===== config.mk =====
export PLATFORM = sky130hd
export DESIGN_NAME = spi_reg_peripheral_flat
export DESIGN_NICKNAME = d
export VERILOG_FILES = /design/src/rtl/spi_reg_pkg.sv /design/src/rtl/spi_reg_peripheral_if.sv /design/src/rtl/spi_reg_peripheral_sync_edge.sv /design/src/rtl/spi_reg_peripheral.sv /design/src/flat_wrapper.sv
export SDC_FILE = /design/constraint.sdc
export NUM_CORES = 1
export LEC_CHECK = 0
export CORE_MARGIN = 10
export CORE_UTILIZATION = 25
export DETAILED_ROUTE_END_ITERATION = 16
export HOLD_SLACK_MARGIN = 0.12
export SLEW_MARGIN = 25
export SYNTH_ARGS = -nofsm -noshare
export SYNTH_HDL_FRONTEND = slang
export SYNTH_SLANG_ARGS = --single-unit

===== constraint.sdc =====
create_clock -name clk -period 4.6 [get_ports clk]
set_input_delay 1.15 -clock clk [delete_from_list [all_inputs] [get_ports clk]]
set_output_delay 1.15 -clock clk [all_outputs]
set_load 0.005 [all_outputs]

===== src/rtl/spi_reg_pkg.sv =====
// Shared definitions for the SPI register target: frame geometry, register
// address map and the frame-decoder FSM state encoding.
package spi_reg_pkg;

  localparam int FRAME_W  = 16;
  localparam int DATA_W   = 8;
  localparam int ADDR_W   = 7;
  localparam int NUM_REGS = 5;

  localparam logic [ADDR_W-1:0] ADDR_EN_OUT_7_0  = 7'h00;
  localparam logic [ADDR_W-1:0] ADDR_EN_OUT_15_8 = 7'h01;
  localparam logic [ADDR_W-1:0] ADDR_EN_PWM_7_0  = 7'h02;
  localparam logic [ADDR_W-1:0] ADDR_EN_PWM_15_8 = 7'h03;
  localparam logic [ADDR_W-1:0] ADDR_PWM_DUTY    = 7'h04;

  typedef enum logic [1:0] {
    IDLE   = 2'd0,
    SHIFT  = 2'd1,
    COMMIT = 2'd2
  } state_e;

  // True when an address falls inside the writable register window.
  function automatic logic addr_in_range(input logic [ADDR_W-1:0] addr,
                                         input logic [ADDR_W-1:0] max_addr);
    return (addr <= max_addr);
  endfunction

endpackage


===== src/rtl/spi_reg_peripheral_if.sv =====
// SPI pin bundle between a controller (master) and the register target (slave).
interface spi_reg_peripheral_if;
  logic ncs;
  logic sclk;
  logic copi;
  logic cipo;

  modport master (output ncs, output sclk, output copi, input cipo);
  modport slave  (input ncs, input sclk, input copi, output cipo);
endinterface


===== src/rtl/spi_reg_peripheral_sync_edge.sv =====
// Pin synchronizer with rise/fall detection. The chain and history flop reset
// to RST_VAL; edges are masked until the chain has been refilled with real
// pin samples, so a pin that differs from RST_VAL at reset release never
// produces an edge.
module spi_sync_edge #(
  parameter int   SYNC_STAGES = 2,
  parameter logic RST_VAL     = 1'b0
) (
  input  logic clk,
  input  logic rst,
  input  logic pin_i,
  output logic level_o,
  output logic rise_o,
  output logic fall_o
);

  localparam int FILL_MAX = SYNC_STAGES + 1;
  localparam int FILL_W   = $clog2(FILL_MAX + 1);

  logic [SYNC_STAGES-1:0] sync_q;
  logic                   hist_q;
  logic [FILL_W-1:0]      fill_q;
  logic                   filled_s;

  // Shift the pin through the synchronizer chain and keep one history sample.
  always_ff @(posedge clk) begin
    if (rst) begin
      sync_q <= {SYNC_STAGES{RST_VAL}};
      hist_q <= RST_VAL;
      fill_q <= FILL_W'(0);
    end else begin
      sync_q <= {sync_q[SYNC_STAGES-2:0], pin_i};
      hist_q <= sync_q[SYNC_STAGES-1];
      if (fill_q != FILL_W'(FILL_MAX)) begin
        fill_q <= fill_q + FILL_W'(1);
      end else begin
        fill_q <= fill_q;
      end
    end
  end

  assign filled_s = (fill_q == FILL_W'(FILL_MAX));
  assign level_o  = sync_q[SYNC_STAGES-1];
  assign rise_o   = filled_s &  sync_q[SYNC_STAGES-1] & ~hist_q;
  assign fall_o   = filled_s & ~sync_q[SYNC_STAGES-1] &  hist_q;

endmodule


===== src/rtl/spi_reg_peripheral.sv =====
// SPI mode-0 register target feeding pwm_peripheral. Decodes 16-bit frames
// {R/W, addr[6:0], data[7:0]} and commits writes only after a complete frame.
// Optional macro SPI_READBACK_EN adds register readback on cipo; without it
// cipo is tied low and read frames are simply discarded.
module spi_reg_peripheral
  import spi_reg_pkg::*;
#(
  parameter int              SYNC_STAGES = 2,
  parameter logic [6:0]      MAX_ADDR    = 7'h04
) (
  input  logic                 clk,
  input  logic                 rst,
  spi_reg_peripheral_if.slave  spi,
  output logic [7:0]           en_reg_out_7_0,
  output logic [7:0]           en_reg_out_15_8,
  output logic [7:0]           en_reg_pwm_7_0,
  output logic [7:0]           en_reg_pwm_15_8,
  output logic [7:0]           pwm_duty_cycle
);

  localparam logic [4:0] FULL_CNT = 5'(FRAME_W);

  logic ncs_lvl_s,  ncs_rise_s,  ncs_fall_s;
  logic sclk_lvl_s, sclk_rise_s, sclk_fall_s;
  logic copi_lvl_s, copi_rise_s, copi_fall_s;

  spi_sync_edge #(.SYNC_STAGES(SYNC_STAGES), .RST_VAL(1'b1)) u_sync_ncs (
    .clk(clk), .rst(rst), .pin_i(spi.ncs),
    .level_o(ncs_lvl_s), .rise_o(ncs_rise_s), .fall_o(ncs_fall_s)
  );

  spi_sync_edge #(.SYNC_STAGES(SYNC_STAGES), .RST_VAL(1'b0)) u_sync_sclk (
    .clk(clk), .rst(rst), .pin_i(spi.sclk),
    .level_o(sclk_lvl_s), .rise_o(sclk_rise_s), .fall_o(sclk_fall_s)
  );

  spi_sync_edge #(.SYNC_STAGES(SYNC_STAGES), .RST_VAL(1'b0)) u_sync_copi (
    .clk(clk), .rst(rst), .pin_i(spi.copi),
    .level_o(copi_lvl_s), .rise_o(copi_rise_s), .fall_o(copi_fall_s)
  );

  state_e              state_q;
  logic [FRAME_W-1:0]  shift_q, shift_d;
  logic [4:0]          cnt_q, cnt_d;
  logic [DATA_W-1:0]   regs_q [NUM_REGS];
  logic                frame_ok_s;
  logic [2:0]          wr_idx_s;

  // Shift datapath: take one copi bit per sclk rise until the frame is full.
  always_comb begin
    shift_d = shift_q;
    cnt_d   = cnt_q;
    if (sclk_rise_s && (cnt_q < FULL_CNT)) begin
      shift_d = {shift_q[FRAME_W-2:0], copi_lvl_s};
      cnt_d   = cnt_q + 5'd1;
    end else begin
      shift_d = shift_q;
      cnt_d   = cnt_q;
    end
  end

  assign frame_ok_s = (cnt_q == FULL_CNT) && shift_q[15] &&
                      addr_in_range(shift_q[14:8], MAX_ADDR);
  assign wr_idx_s   = shift_q[10:8];

  // Frame FSM: open on ncs fall, shift bits, commit once on ncs rise.
  // An ncs rise seen in the same cycle as an sclk rise wins.
  always_ff @(posedge clk) begin
    if (rst) begin
      state_q <= IDLE;
      shift_q <= '0;
      cnt_q   <= 5'd0;
      for (int i = 0; i < NUM_REGS; i++) begin
        regs_q[i] <= 8'h00;
      end
    end else begin
      case (state_q)
        IDLE: begin
          if (ncs_fall_s) begin
            state_q <= SHIFT;
            shift_q <= '0;
            cnt_q   <= 5'd0;
          end else begin
            state_q <= IDLE;
          end
        end
        SHIFT: begin
          if (ncs_rise_s) begin
            state_q <= COMMIT;
          end else begin
            shift_q <= shift_d;
            cnt_q   <= cnt_d;
          end
        end
        COMMIT: begin
          if (frame_ok_s) begin
            regs_q[wr_idx_s] <= shift_q[7:0];
          end else begin
            regs_q[wr_idx_s] <= regs_q[wr_idx_s];
          end
          state_q <= IDLE;
        end
        default: begin
          state_q <= IDLE;
        end
      endcase
    end
  end

  assign en_reg_out_7_0  = regs_q[ADDR_EN_OUT_7_0[2:0]];
  assign en_reg_out_15_8 = regs_q[ADDR_EN_OUT_15_8[2:0]];
  assign en_reg_pwm_7_0  = regs_q[ADDR_EN_PWM_7_0[2:0]];
  assign en_reg_pwm_15_8 = regs_q[ADDR_EN_PWM_15_8[2:0]];
  assign pwm_duty_cycle  = regs_q[ADDR_PWM_DUTY[2:0]];

`ifdef SPI_READBACK_EN
  logic [DATA_W-1:0] tx_q;
  logic              rd_active_q;
  logic              cipo_q;
  logic [DATA_W-1:0] rd_data_s;

  // Readback mux: in-range address selects its register, anything else reads 0.
  always_comb begin
    rd_data_s = 8'h00;
    if (addr_in_range(shift_d[6:0], MAX_ADDR)) begin
      rd_data_s = regs_q[shift_d[2:0]];
    end else begin
      rd_data_s = 8'h00;
    end
  end

  // Readback shifter: load after the 8th bit of a read, drive MSB first on sclk falls.
  always_ff @(posedge clk) begin
    if (rst) begin
      tx_q        <= 8'h00;
      rd_active_q <= 1'b0;
      cipo_q      <= 1'b0;
    end else if ((state_q != SHIFT) || ncs_rise_s) begin
      tx_q        <= 8'h00;
      rd_active_q <= 1'b0;
      cipo_q      <= 1'b0;
    end else if (sclk_rise_s && (cnt_q == 5'd7) && !shift_d[7]) begin
      tx_q        <= rd_data_s;
      rd_active_q <= 1'b1;
    end else if (sclk_fall_s && rd_active_q) begin
      cipo_q <= tx_q[7];
      tx_q   <= {tx_q[6:0], 1'b0};
    end else begin
      tx_q        <= tx_q;
      rd_active_q <= rd_active_q;
      cipo_q      <= cipo_q;
    end
  end

  assign spi.cipo = cipo_q;
`else
  assign spi.cipo = 1'b0;
`endif

  logic unused_s;
  assign unused_s = &{1'b0, ncs_lvl_s, sclk_lvl_s, sclk_fall_s,
                      copi_rise_s, copi_fall_s};

endmodule

===== src/flat_wrapper.sv =====
// flat-port wrapper written by rule: the top's interface ports become plain ports
module spi_reg_peripheral_flat import spi_reg_pkg::*;
#(
  parameter int              SYNC_STAGES = 2,
  parameter logic [6:0]      MAX_ADDR    = 7'h04
)
  (clk, rst, en_reg_out_7_0, en_reg_out_15_8, en_reg_pwm_7_0, en_reg_pwm_15_8, pwm_duty_cycle, spi_ncs, spi_sclk, spi_copi, spi_cipo);
  spi_reg_peripheral_if spi_i ();
  input  logic clk;
  input  logic rst;
  output logic [7:0] en_reg_out_7_0;
  output logic [7:0] en_reg_out_15_8;
  output logic [7:0] en_reg_pwm_7_0;
  output logic [7:0] en_reg_pwm_15_8;
  output logic [7:0] pwm_duty_cycle;
  input wire logic [$bits(spi_i.ncs)-1:0] spi_ncs;
  input wire logic [$bits(spi_i.sclk)-1:0] spi_sclk;
  input wire logic [$bits(spi_i.copi)-1:0] spi_copi;
  output wire logic [$bits(spi_i.cipo)-1:0] spi_cipo;
  assign spi_i.ncs = spi_ncs;
  assign spi_i.sclk = spi_sclk;
  assign spi_i.copi = spi_copi;
  assign spi_cipo = spi_i.cipo;
  spi_reg_peripheral #(.SYNC_STAGES(SYNC_STAGES), .MAX_ADDR(MAX_ADDR)) u_core (.clk(clk), .rst(rst), .spi(spi_i), .en_reg_out_7_0(en_reg_out_7_0), .en_reg_out_15_8(en_reg_out_15_8), .en_reg_pwm_7_0(en_reg_pwm_7_0), .en_reg_pwm_15_8(en_reg_pwm_15_8), .pwm_duty_cycle(pwm_duty_cycle));
endmodule

# Word level (Yosys, flattened, before mapping)
# Memories as Yosys holds them, arrays and structs flattened.
# Index checks and enable logic that the tools add are counted.
dict set report totals {
  memories 1
  output_inout_bits 41
  inputBits 5
  ram_bits 40
  register_bits 35
  wordCells 71
}
dict set report classes {
  bitwise_logic 10
  n_mux 25
  n_addsub 3
  order_cmp 2
  reduce_logical 8
  eq_ne 12
}
# name words word_bits rd rd_ports_with_merged_regs write_ports line_no
set memory_table {}
lappend memory_table {u_core.regs_q 5 8 5 0 5 spi_reg_peripheral.sv:45} ;# logic [DATA_W-1:0] regs_q [NUM_REGS];
# cell n
set ops {}
lappend ops {{two-way mux 16 bit} 3}
lappend ops {{one-hot mux 16 bit (2 select lines)} 1}
lappend ops {{two-way mux 8 bit} 2}
lappend ops {{two-way mux 5 bit} 3}
lappend ops {{two-way mux 1 bit} 12}
lappend ops {{one-hot mux 5 bit (2 select lines)} 1}
lappend ops {{OR reduction 8 bit} 1}
lappend ops {{less-or-equal comparator 7 x 3 -> 1 bit (second input constant)} 1}
lappend ops {{AND 1 bit} 6}
lappend ops {{equality test 2 bit (second input constant)} 3}
lappend ops {{inequality test 2 x 1 -> 1 bit (second input constant)} 3}
lappend ops {{inequality test 2 bit (second input constant)} 3}
lappend ops {{adder 5 x 1 -> 5 bit (second input constant)} 1}
lappend ops {{equality test 5 bit (second input constant)} 1}
lappend ops {{less-than comparator 5 bit (second input constant)} 1}
lappend ops {{adder 2 x 1 -> 2 bit (second input constant)} 2}
lappend ops {{one-hot mux 2 bit (2 select lines)} 1}
lappend ops {{AND reduction 4 bit} 1}
lappend ops {{logical AND 1 bit} 3}
lappend ops {{two-way mux 3 bit} 1}
lappend ops {{inverter 1 bit} 3}
lappend ops {{equality test 2 x 1 -> 1 bit (second input constant)} 1}
lappend ops {{logical NOT 2 bit} 1}
lappend ops {{two-way mux 2 bit} 1}
lappend ops {{4 further kinds} 4}

# Logic depth before layout (Yosys ltp)
dict set report logic_depth {
  word_depth 11
  mapped_depth 6
  mapped_depth_nobuf 6
}

# By module
# From an unflattened synthesis, not the netlist that was laid out.
dict set report unflattened {
  hier_cells 277
  hier_area_um2 3120.5
}
# module cells_per_inst seq_area_each_um2 n_inst area_per_inst_um2
set by_module_without_submodules {}
lappend by_module_without_submodules {spi_reg_peripheral 229 1661.6 1 2595.0}
lappend by_module_without_submodules {spi_sync_edge 16 100.1 3 175.2}

# Least setup slack after synthesis
# No wires, ideal clock.
dict set report synth_timing {
  path_type {input port to flip-flop}
  startpoint {in rst}
  endpoint {mem u_core.regs_q[0][0] (enable)}
  t_arrival_ns 2.304
  setup_time_ns 0.310
  slack_ns 1.987
  n_path_buf 0
  cell_stages 4
  required_time_ns 4.290
  cell_sequence {nor4bb_1 nand4b_1 nor3_1 or2_2}
}
# element line_no
set synth_rtl {}
lappend synth_rtl {{start: declaration} flat_wrapper.sv:10} ;# input logic rst;
lappend synth_rtl {{end: declaration} spi_reg_peripheral.sv:45}

==> results.py <==
metrics = {
    "layout": {
        "nNetsFinal": 296,
        "diodes": 0,
        "syn_to_final_growth_pct": 28.5,
        "drive_gt1_share_pct": 9.93,
        "fin_area_um2": 3830,
        "post-route-util_pct": 33.1,
    },
    "placement": {
        "portBuffers": 44,
        "place.gp.congestion": 0.768,
        "hpwl_um": 4170,
        "dpl_cell_area_um2": 3540,
    },
    "clock_tree": {
        "cts_root_buf": "clkbuf_16",
        "cts.htree.levels": 3,
        "cts.clk_slew.worst_paths_ps": 60,
        "clkSinkCount": 75,
        "clk-insertion-delay-late_ps": 330,
        "cts_inserted_buffers": 9,
        "cts-hold-fix-buffers": 0,
        "cts_max_path_buffers": 2,
        "cts_setup_buffers": 0,
        "post_cts_resized": 0,
        "cts_tree": "yes",
    },
    "yosys": {
        "synth_top_area_share_pct": 40.3,
        "synth_area_leaders": "edfxtp_1 40%, dfxtp_1 24%, and2_1 8.6%",
        "synth_cells": 243,
        "syn-cell-area_um2": 2980,
        "syn-mean-instance-area_um2": 12.3,
        "synthAdderAreaFrac_pct": 1.68,
        "syn_nets": 252,
        "synth-async-reset-ratio_pct": 0,
        "synth_compound_area_share_pct": 7.35,
        "ys_dominant_reg_cell": "edfxtp_1",
        "ys_types": 39,
        "yosys-mux-area-fraction_pct": 0.672,
        "synthSimpleGateAreaFrac_pct": 22.8,
        "synth_top_family_by_area": "simple AND/OR/NAND/NOR gates",
        "ys_ff_latch": 75,
        "yosysWarnings": 0,
        "synth_xor_area_share_pct": 0.588,
        "ys_seq_area_share_pct": 63.8,
        "synth_enable_flop_cells": 40,
        "yosys.area.top_type": "edfxtp_1",
    },
    "global_routing": {
        "grt_pass1_vias": 1936,
        "grt_usage_pct": 7.37,
        "grt_antenna_before_repair": 0,
        "grt_max_degree": 43,
        "overflow": 0,
        "grt_pass1_wl_um": 9790,
    },
    "setup_path": {
        "worstReg2RegEnd": "u_core.regs_q[0][2]",
        "end_kind": "flip-flop",
        "critPathLaunchType": "input pin",
        "crit_path_start": "rst",
        "rr_worst_depth": 6,
        "rr_startpoint": "u_core.cnt_q[0]",
        "cp_max_fo": 9,
        "critical_path_class": "input pin to flip-flop",
        "critPathArrivalTime_ps": 3160,
        "worstPathRequired_ps": 4630,
        "ff2ff_setup_slack_ps": 2180,
    },
    "floorplanning": {
        "die_y_um": 129,
        "num_io_pins": 46,
        "die_w_um": 129,
        "dieArea_um2": 16700,
        "rows": 39,
        "core_um2": 11600,
        "initial_utilization_pct": 25.8,
    },
    "hold_path": {
        "hold_start": "u_core.u_sync_ncs.sync_q[0]",
        "hold_end": "u_core.u_sync_ncs.sync_q[1]",
        "min_path_type": "flip-flop to flip-flop",
        "hold_depth": 1,
    },
    "detailed_routing": {
        "drt_iter0_markers": 153,
        "routed_wl_um": 6070,
        "drt-vias-per-instance": 4.50,
        "drt.antenna.violating_nets": 0,
        "wl_per_cell_um": 13.9,
        "drc": 0,
        "dr.pass1.iters": 4,
        "vias": 1958,
    },
    "power_and_ir_drop": {
        "power.switching_mw": 0.330,
        "p_int_mw": 1.16,
        "ir_worst_vdd_mv": 0.146,
        "pwr_density_cell_nw_per_um2": 388,
        "comb_power_share_pct": 5.6,
        "leakage_nw": 1.31,
        "netSwitchingFraction_pct": 22.2,
        "power_frac_seq_pct": 50.1,
        "clkPwrFrac_pct": 44.3,
    },
    "timing": {
        "setup_viol": 0,
        "fin_crit_sh_pct": 68.2,
        "fmaxAchievable_mhz": 319,
        "worst_pin_slew_ps": 887,
        "fin_tns_setup_ps": 0,
        "skew_ps": 5.30,
        "maxSlewHeadroom_pct": 40.8,
        "fin_crit_ps": 3140,
        "hold_viol": 0,
        "drv_slew": 0,
        "rsz0062_at_grt": "false",
    },
    "run_status": {
        "status": "complete, no violations",
    },
    "job": {
        "cap_viol_max_count": 0,
    },
}
## logic make-up (layout without fill, tap and decap cells)
family,count (synthesis),after routing
simple gates,112,112
flops,75,75
compound gates,29,29
buf+inv,18,67
fa+ha+maj,4,4
xor+xnor,2,2
mux,2,2
other cells,1,1
## registers in the layout, indices dropped and copies added, names as in the netlist
name                       count
u_core.u_sync_ncs.hist_q       1
u_core.u_sync_sclk.fill_q      2
u_core.state_q                 2
u_core.u_sync_ncs.sync_q       2
u_core.u_sync_ncs.fill_q       2
u_core.u_sync_copi.sync_q      2
u_core.shift_q                16
u_core.regs_q                 40
u_core.u_sync_sclk.hist_q      1
u_core.u_sync_sclk.sync_q      2
u_core.cnt_q                   5
## cell usage after synthesis (all sizes together) (2+ instances only)
library cell	instances
or2	8
a22oi	2
nor4b	3
dfxtp	35
xor2	2
a21oi	3
ha	4
nor3	5
nand4b	8
clkbuf	7
and2	41
a32oi	11
or4b	2
nor2	16
inv	5
edfxtp	40
nand3	3
o21ai	8
buf	6
nor2b	6
mux2i	2
nand3b	2
nand2b	4
nand2	9
## worst max-delay path: stages
cell	delay, ps
clkdlybuf4s50_1	460
nor4bb_1	370
nand4b_1	280
nor3_1	560
or2_2	340
## power by group through the flow
stage	combinational (mW)	sequential (mW)	clock, mW
after floorplan	0.0358	0.759	0
after global placement	0.0834	0.759	0
after detailed placement	0.0854	0.760	0
after CTS	0.0857	0.745	0.676
after global routing	0.0938	0.747	0.705
final	0.0839	0.744	0.658
## routing by layer
metal	part of all wire, %	vias up	global-route usage, %	wire length [µm]
li1	-	961	-	-
met1	45	925	9.05	2730
met2	44	63	11.1	2670
met3	9.9	9	3.59	601
met4	1.2	0	2.47	74
met5	0	-	0	0
## cell usage in the layout, fill, tap and decap left out, types with 6 or more instances in the layout
cell             synthesis  routed
clkbuf_16                0       9
nand4b_1                 8       8
a32oi_1                 11      11
nor2b_1                  6       6
nand2_1                  9       9
nor2_1                  16      16
and2_1                  41      41
dfxtp_1                 35      35
edfxtp_1                40      40
o21ai_0                  8       8
or2_2                    8       8
clkdlybuf4s50_1          0      44
## how the worst max path moves through the flow
stage | end | slack [ps]
2_1_floorplan | u_core.regs_q[0][0] | 1990
3_3_place_gp | u_core.regs_q[2][0] | 1180
3_5_place_dp | u_core.regs_q[2][2] | 1120
4_1_cts | u_core.regs_q[2][1] | 1470
5_1_grt | u_core.regs_q[0][5] | 1200
6_report | u_core.regs_q[0][2] | 1460
## through the flow
stage               power, mW  setup slack (ps)  hold slack, ps  std cells
floorplan               0.794              1990             389        243
global placement        0.842              1180             391        419
detailed placement      0.845              1120             398        419
CTS                      1.51              1470             412        435
global route             1.55              1200             428        435
finish                   1.49              1460             411        435
## layout make-up
cell class | count | area [µm²]
clock inverter | 7 | 60.1
timing repair buffer | 46 | 455
sequential | 75 | 1900
tap | 143 | 179
clock buffer | 9 | 225
inverter | 5 | 18.8
multi-input combinational | 150 | 988
fill | 1132 | 7740
No activity file was read; power rests on OpenSTA's default activity.
==> RTL edit (same settings) <==
`RST_VAL` is set to 1'b0 in 3 places; all go to 1'b1.
--- a/src/rtl/spi_reg_peripheral_sync_edge.sv
+++ b/src/rtl/spi_reg_peripheral_sync_edge.sv
@@ -4,7 +4,7 @@
 // produces an edge.
 module spi_sync_edge #(
   parameter int   SYNC_STAGES = 2,
-  parameter logic RST_VAL     = 1'b0
+  parameter logic RST_VAL     = 1'b1
 ) (
   input  logic clk,
   input  logic rst,
--- a/src/rtl/spi_reg_peripheral.sv
+++ b/src/rtl/spi_reg_peripheral.sv
@@ -29,12 +29,12 @@
     .level_o(ncs_lvl_s), .rise_o(ncs_rise_s), .fall_o(ncs_fall_s)
   );
 
-  spi_sync_edge #(.SYNC_STAGES(SYNC_STAGES), .RST_VAL(1'b0)) u_sync_sclk (
+  spi_sync_edge #(.SYNC_STAGES(SYNC_STAGES), .RST_VAL(1'b1)) u_sync_sclk (
     .clk(clk), .rst(rst), .pin_i(spi.sclk),
     .level_o(sclk_lvl_s), .rise_o(sclk_rise_s), .fall_o(sclk_fall_s)
   );
 
-  spi_sync_edge #(.SYNC_STAGES(SYNC_STAGES), .RST_VAL(1'b0)) u_sync_copi (
+  spi_sync_edge #(.SYNC_STAGES(SYNC_STAGES), .RST_VAL(1'b1)) u_sync_copi (
     .clk(clk), .rst(rst), .pin_i(spi.copi),
     .level_o(copi_lvl_s), .rise_o(copi_rise_s), .fall_o(copi_fall_s)
   );
Formal check against the unedited RTL: same outputs for any inputs over 10 cycles, from zero or initial values and one cycle with rst high; that may be too few to reach the edited logic, so the function may still have changed.
==> RTL edit against the original RTL <==
  * Power rose by 7.5%
  * Setup slack worse by 0.021 ns
  * Hold slack lost 0.0039 ns
  * Die area grew 0.11%
  * Maximum frequency fell by 0.66%
  * Area after synthesis is 0.13% higher
  * Final area increased by 1.3%
  * Via count fell by 1.1%
  * Routed wire length increased by 1.5%
  * Sequential cell count unchanged
  * Register-to-register slack got worse by 0.02 ns
  * Largest cell class unchanged
  * Largest power group is now clock
==> RTL edit: results (changes against the original RTL) <==
* Status: finished clean (unchanged)
* Post-DP Area at 3543 um2 (unchanged)
* Clock tree root buffer cell: clkbuf_16 (unchanged)
* Nets@finish at 296 (unchanged)
* Initial antenna violation count at 0 (unchanged)
* Leak at 1.331 nW (was 1.306 nW)
* Crit Path Max Fanout at 9 (unchanged)
* Port-buffer cells at 44 (unchanged)
* Ant diodes at 0 (unchanged)
* Wire length of the first global-routing pass at 10140 um (was 9791 um)
* Total track usage at 7.573% (was 7.373%)
* Total Routed Length at 6157 um (was 6067 um)
* Biggest regs: u_core.regs_q x40, u_core.shift_q x16, u_core.cnt_q x5 (unchanged)
* Post-cts sizing count at 0 (unchanged)
* CTS max path bufs at 2 (unchanged)
* Clock skew at 0.004481 ns (was 0.005305 ns)
* Peak supply drop at 0.1562 mV (was 0.1465 mV)
* HPWL after DPL at 4205 um (was 4166 um)
* Place WS at 1.105 ns (was 1.120 ns)
* Number of flops mapped to enable cells by yosys at 40 (unchanged)
* Synth top area cells: edfxtp_1 40%, dfxtp_1 23%, and2_1 8.6% (was edfxtp_1 40%, dfxtp_1 24%, and2_1 8.6%)
* HP Class: reg2reg (unchanged)
* Synth top cells by count: 41 x and2_1, 40 x edfxtp_1, 35 x dfxtp_1 (unchanged)
* Clk slew on worst S/H paths at 0.06 ns (about the same)
* Largest net degree at the start of global routing at 43 (unchanged)
* CTS H-tree lvls at 3 (unchanged)
* Num CTS Buffers at 9 (unchanged)
* Syn nets at 253 (was 252)
* Drt pass-1 iters at 4 (unchanged)
* Int Power at 0.001278 W (was 0.001156 W)
* Tightest Pin Transition at 0.8835 ns (was 0.8867 ns)
* RD Place Congestion at 0.7526 (was 0.7678)
* Vias/cell at 4.453 (was 4.501)
* Post-CTS setup buffer count at 0 (unchanged)
* Arrival @ worst endpoint at 3.18 ns (was 3.16 ns)
* Post-synthesis sequential area ratio at 63.73% (was 63.81%)
* Post-synth ARST share at 0% (unchanged)
* Vias in the first global route at 1982 (was 1936)
* Synth unique cells at 39 (unchanged)
* Synth Flop Type: edfxtp_1 (unchanged)
* Share of post-route cells with drive strength above 1 at 11.64% (was 9.932%)
* Synth Warn # at 0 (unchanged)
* 1st-iter DRT viols at 214 (was 153)
* Worst skew pair latency at 0.33 ns (about the same)
[RTL edit: cell types whose count changed after synthesis]
cell	unedited run	this run
or2_2	8	13
clkbuf_1	7	8
nor2b_1	6	1
[RTL edit: final timing paths]
| kind | from | endpoint | slack, ns | cells after the start |
|---|---|---|---|---|
| worst min register to register | u_core.u_sync_ncs.sync_q[0]$_SDFF_PP1_ | u_core.u_sync_ncs.sync_q[1]$_SDFF_PP1_ | 0.41 | 1 |
| worst min-delay path | u_core.u_sync_ncs.sync_q[0]$_SDFF_PP1_ | u_core.u_sync_ncs.sync_q[1]$_SDFF_PP1_ | 0.41 | 1 |
| worst max-delay path | rst | u_core.regs_q[0][5]$_SDFFCE_PN0P_ | 1.44 | 5 |
| worst max register to register | u_core.cnt_q[0]$_SDFFE_PP0P_ | u_core.regs_q[0][5]$_SDFFCE_PN0P_ | 2.16 | 6 |
[RTL edit: layer usage]
metal	track usage, %	wire length (um)	vias up
met2	12.26	2889	52
met1	8.689	2679	919
met3	3.670	544	5
li1	-	-	961
met5	0	0	-
met4	2.274	44	0
[RTL edit: metrics by stage]
step,utilization [%],std cells
after floorplan,-,244
after global placement,30.64,419
after detailed placement,30.64,419
after CTS,33.54,435
after global routing,33.54,435
final,33.54,435
[RTL edit: worst max-delay path: stages]
cell and delay (ns):
clkdlybuf4s50_1 0.43, nor4bb_1 0.38, nand4b_1 0.28, nor3_1 0.59, or2_2 0.34
[RTL edit: kinds of logic (layout without fill, tap and decap cells)]
group / after synthesis / after routing / synth area share (%)
compound gates: 29 / 29 / 7.338
xor+xnor: 2 / 2 / 0.5871
fa+ha+maj: 4 / 4 / 1.677
buf+inv: 19 / 67 / 3.145
flops: 75 / 75 / 63.73
mux: 2 / 2 / 0.6709
other cells: 1 / 1 / 0.1257
simple gates: 112 / 112 / 22.73
[RTL edit: final cells by class]
class,instances,area (um2)
fillers,1147,7686
inverters,5,18.77
flip-flops and latches,75,1902
multi-input cells,150,988.4
well taps,143,178.9
clock buffers,10,239.0
repair buffers,46,455.4
clock inverters,6,96.34
[RTL edit: power groups by stage]
| stage | clock network [W] | registers [W] | logic (W) |
|---|---|---|---|
| floorplan | 0 | 0.000759 | 0.0000364 |
| global placement | 0 | 0.000758 | 0.0000837 |
| detailed placement | 0 | 0.000759 | 0.0000858 |
| CTS | 0.000782 | 0.000745 | 0.0000861 |
| global route | 0.000819 | 0.000747 | 0.0000927 |
| finish | 0.000771 | 0.000744 | 0.0000836 |
